<file path="src/rtl/delay_chain_probe.sv">
// delay_chain_probe: drives the head of the on-chip register delay chain and
// watches its tail. A measurement flushes the chain, fires a one-cycle pulse,
// then reports the cycles until the pulse arrives and how long it stays high.
//
// Handshake: start is a level request that is only looked at in IDLE; busy is
// high from the cycle after start is accepted until DONE. done pulses for one
// cycle, with busy already low, when latency/width/timeout/stuck are valid.
// A start seen while busy or in DONE is dropped, not queued.
module delay_chain_probe #(
  parameter int LW      = 10,
  parameter int MAX_LAT = 1000
) (
  input  logic          clk,
  input  logic          rst_n,
  input  logic          start,
  input  logic          chain_out,
  output logic          launch,
  output logic          busy,
  output logic          done,
  output logic          timeout,
  output logic          stuck,
  output logic [LW-1:0] latency,
  output logic [LW-1:0] width,
  output logic [2:0]    dbg_state
);

  typedef enum logic [2:0] {
    S_IDLE  = 3'd0,
    S_FLUSH = 3'd1,
    S_FIRE  = 3'd2,
    S_RISE  = 3'd3,
    S_HIGH  = 3'd4,
    S_DONE  = 3'd5
  } state_t;

  localparam logic [LW-1:0] CNT_MAX    = LW'(MAX_LAT);
  localparam logic [LW-1:0] FLUSH_LAST = LW'(MAX_LAT - 1);
  localparam logic [LW-1:0] CNT_ONE    = LW'(1);

  state_t        state;
  logic [LW-1:0] cnt;

  assign dbg_state = state;

  // Measurement FSM; every output is a register so the chain head is glitch-free.
  always_ff @(posedge clk) begin
    if (!rst_n) begin
      state   <= S_IDLE;
      cnt     <= '0;
      launch  <= 1'b0;
      busy    <= 1'b0;
      done    <= 1'b0;
      timeout <= 1'b0;
      stuck   <= 1'b0;
      latency <= '0;
      width   <= '0;
    end else begin
      done   <= 1'b0;
      launch <= 1'b0;
      case (state)
        S_IDLE: begin
          if (start) begin
            state   <= S_FLUSH;
            busy    <= 1'b1;
            timeout <= 1'b0;
            stuck   <= 1'b0;
            cnt     <= '0;
          end
        end
        S_FLUSH: begin
          // Hold the head low long enough for any stale pulse to drain out.
          if (cnt == FLUSH_LAST) begin
            cnt <= '0;
            if (chain_out) begin
              stuck <= 1'b1;
              state <= S_DONE;
              busy  <= 1'b0;
              done  <= 1'b1;
            end else begin
              state  <= S_FIRE;
              launch <= 1'b1;
            end
          end else begin
            cnt <= cnt + CNT_ONE;
          end
        end
        S_FIRE: begin
          // launch is high during this cycle; cnt is 0 so a direct loopback reads 0.
          cnt <= CNT_ONE;
          if (chain_out) begin
            latency <= cnt;
            state   <= S_HIGH;
          end else begin
            state <= S_RISE;
          end
        end
        S_RISE: begin
          if (chain_out) begin
            latency <= cnt;
            cnt     <= CNT_ONE;
            state   <= S_HIGH;
          end else if (cnt == CNT_MAX) begin
            timeout <= 1'b1;
            latency <= CNT_MAX;
            width   <= '0;
            state   <= S_DONE;
            busy    <= 1'b0;
            done    <= 1'b1;
          end else begin
            cnt <= cnt + CNT_ONE;
          end
        end
        S_HIGH: begin
          // The arrival cycle already counted as the first high cycle.
          if (!chain_out) begin
            width <= cnt;
            state <= S_DONE;
            busy  <= 1'b0;
            done  <= 1'b1;
          end else if (cnt == CNT_MAX) begin
            timeout <= 1'b1;
            width   <= CNT_MAX;
            state   <= S_DONE;
            busy    <= 1'b0;
            done    <= 1'b1;
          end else begin
            cnt <= cnt + CNT_ONE;
          end
        end
        S_DONE: begin
          state <= S_IDLE;
          cnt   <= '0;
        end
        default: begin
          state <= S_IDLE;
          busy  <= 1'b0;
          cnt   <= '0;
        end
      endcase
    end
  end

endmodule

</file>
<file path="config.mk">
export PLATFORM = sky130hd
export DESIGN_NAME = delay_chain_probe
export DESIGN_NICKNAME = d
export VERILOG_FILES = /design/src/rtl/delay_chain_probe.sv
export SDC_FILE = /design/constraint.sdc
export NUM_CORES = 1
export LEC_CHECK = 0
export CAP_MARGIN = 5
export CELL_PAD_IN_SITES_DETAIL_PLACEMENT = 1
export CELL_PAD_IN_SITES_GLOBAL_PLACEMENT = 2
export CORE_MARGIN = 1.5
export CORE_UTILIZATION = 31
export DETAILED_ROUTE_END_ITERATION = 12
export PLACE_DENSITY_LB_ADDON = 0.1
export SETUP_SLACK_MARGIN = 0.15
export SYNTH_ARGS = -nofsm -noshare
export SYNTH_HDL_FRONTEND = slang
export SYNTH_SLANG_ARGS = --single-unit
</file>
<file path="constraint.sdc">
create_clock -name clk -period 2.35 [get_ports clk]
set_input_delay 0.3525 -clock clk [delete_from_list [all_inputs] [get_ports clk]]
set_output_delay 0.3525 -clock clk [all_outputs]
set_load 0.1 [all_outputs]
</file>
==> metrics <==
H-tree levels=2; M1 GR Usage=22.98%; tightest hold margin=459.9 ps; # rows=28; drc violations=0; Routed WL per cell=17.19 um; Root Driver=clkbuf_8; fmax=490.1 MHz; Seq/Total Area, Yosys=40.35%; Syn Nets=223; initial core utilization=32.04%; hold_buf cts=0; R2R setup slack=310 ps; Synth Flop Type=dfxtp_1; die extent in y=80.99 um; Reg clk slew, reported paths=80 ps; status=completed; CTS tree=built; WHS Path Cells=2; worst hold path type=register to register; gpl congestion=0.8416; CP arrival=2230 ps; Die X=80.99 um; # resized after CTS=0; dpl hpwl=4348 um; share of cells above drive strength 1=27.45%; Antenna Nets Post-Route=0; total negative slack=0 ps; total power=1.535 mW; Vias=1782; Final nets=260; PortBufs=31; R2R depth=6; # Max-Cap Violations=0; crit end category=register; Setup Crit Path Kind=register to register; die area=0.006559 sq mm; Slew HR=64.11%; post-route minimum period=2040 ps; Yosys reg bits=38; GRT Max-Usage Layer=met2; Area contributors post-synth=dfxtp_1 (40%), o221a_2 (4.2%), nand2_1 (3.6%); CP required=2540 ps; commonest non-fill, non-tap cells in the layout=buf_4 (43), dfxtp_1 (35), nand2_1 (18), nor2_1 (18), o21ai_0 (13); TritonCTS Buffers=5; vias in the first global route=1821; vias per inst=5.400; P_sw=463.0 uW; antenna violations before repair=0; GR Util met3=3.483%; leakage power=0.9586 nW; clock network power share=36.0%; Tcrit/Tclk final=86.83%; Least-Margin Pin Slew=535.9 ps; Syn Inst Count=217; Worst Hold End=latency[0]$_SDFFE_PN0P_; Netlist Area Pre-Place=0.001886 sq mm; First-pass DRT Iterations=4; initial DRC count=57; IO Count=32; Gate power share=19.1%; FF-to-FF Start=cnt[1]$_SDFFE_PN0P_; n_diodes=0; Routed WL=5673 um; Seq. cell area=764.5 sq um; critical hold path startpoint=latency[0]$_SDFFE_PN0P_; maximum vdd drop=0.2402 mV; Post-synth EDFFs=0; post-synth cell types=52; Clock Latency Late Sink=290 ps; unrepaired setup endpoints after global routing=false; clock sink count=38; post-synth top area share=40.35%; postcts setup bufs=0; Flop pwr share=44.9%; Area after DPL=0.002256 sq mm; commonest non-fill, non-tap cell in the layout=buf_4; Fill cells=700; multi-input combinational cell area=0.001012 sq mm; first-pass GRT wire length=9287 um; Synthesis Warnings=0; Final Max Slew Viols=0; largest area contributor in the netlist=dfxtp_1; Clock Skews=8.054 ps; final hold viol count=0; Total GRT Usage=18.62%; Mapped Avg Cell Area=8.689 sq um; Pwr Density=648.4 mW/mm^2; Core ar.=0.005886 sq mm; design area=0.002367 sq mm; total grt overflow=0; internal power=1.072 mW; Final setup viols=0; Area growth syn-to-layout=25.55%; Bufs on Longest Clock Path=2; switch share=30.16%; crit start category=register; GR Layer Usage met2=32.92%; asr flop ratio synth=0%; CP max FO=7; RR Endpoint=cnt[8]$_SDFFE_PN0P_; largest net degree at the start of global routing=30
power by group through the flow:
| stage | clock network, mW | logic, mW | registers, mW |
|---|---|---|---|
| floorplan | 0 | 0.142 | 0.774 |
| global placement | 0 | 0.291 | 0.703 |
| detailed placement | 0 | 0.295 | 0.704 |
| CTS | 0.567 | 0.296 | 0.689 |
| global route | 0.597 | 0.318 | 0.693 |
| finish | 0.552 | 0.293 | 0.690 |
kinds of logic after synthesis:
logic type | Yosys count | share of synthesized area (%)
flip-flops | 38 | 40.35
AND/OR/NAND/NOR | 77 | 23.22
multiplexers | 2 | 1.062
AO/OA/AOI/OAI | 70 | 26.88
XOR/XNOR | 2 | 0.9292
buffers and inverters | 26 | 6.238
adder cells (fa/ha/maj) | 2 | 1.327
worst max-delay path: stages, from the launching register on:
cell	delay [ps]
dfxtp_1	480
ha_1	260
nand3b_1	150
o31ai_1	360
a211o_1	310
o21ai_0	140
a21o_2	230
layout make-up:
cell class | count | share of cell area, %
multi-input cells | 153 | 42.76
well taps | 75 | 3.964
inverters | 10 | 1.586
flip-flops and latches | 38 | 32.29
repair buffers | 46 | 14.90
clock buffers | 7 | 3.224
clock inverters | 1 | 1.268
worst max-delay path by stage:
stage	startpoint	end	slack [ps]	cells after the start
2_1_floorplan	dbg_state[1]$_SDFFE_PN0P_	cnt[7]$_SDFFE_PN0P_	310	6
3_3_place_gp	chain_out	cnt[7]$_SDFFE_PN0P_	140	6
3_5_place_dp	chain_out	cnt[8]$_SDFFE_PN0P_	60	6
4_1_cts	dbg_state[2]$_SDFFE_PN0P_	cnt[8]$_SDFFE_PN0P_	280	5
5_1_grt	cnt[1]$_SDFFE_PN0P_	cnt[8]$_SDFFE_PN0P_	160	6
6_report	cnt[1]$_SDFFE_PN0P_	cnt[8]$_SDFFE_PN0P_	310	6
flip-flops by register name, indices dropped and copies added (netlist names):
| register | flops |
|---|---|
| cnt | 10 |
| done | 1 |
| dbg_state | 3 |
| latency | 10 |
| busy | 1 |
| stuck | 1 |
| timeout | 1 |
| launch | 1 |
| width | 10 |
metal layers:
metal  share of wire [%]  vias to the layer above
met5                   0                        -
met4                 1.2                        0
met3                 2.7                        6
met2                  50                       32
met1                  46                      870
li1                    -                      874
synthesized netlist by cell type, types with 3 or more instances:
cell type	instances
a21oi_1	12
a22o_1	4
a31oi_1	5
and2_1	3
and3_1	3
buf_2	7
clkbuf_1	7
dfxtp_1	38
inv_1	10
nand2_1	18
nand3_1	7
nand3b_1	3
nand4_1	4
nor2_1	18
nor3_1	4
o211ai_1	4
o21a_1	3
o21ai_0	13
o221a_2	7
o2bb2ai_1	7
through the flow:
stage,worst slack [ps],util [%],std cells
6_report,309.6,40.22,330
3_3_place_gp,143.4,38.33,322
5_1_grt,158.1,40.22,330
3_5_place_dp,64.96,38.33,322
2_1_floorplan,313.2,-,217
4_1_cts,281.6,40.14,330
(Power assumes the default switching activity.)
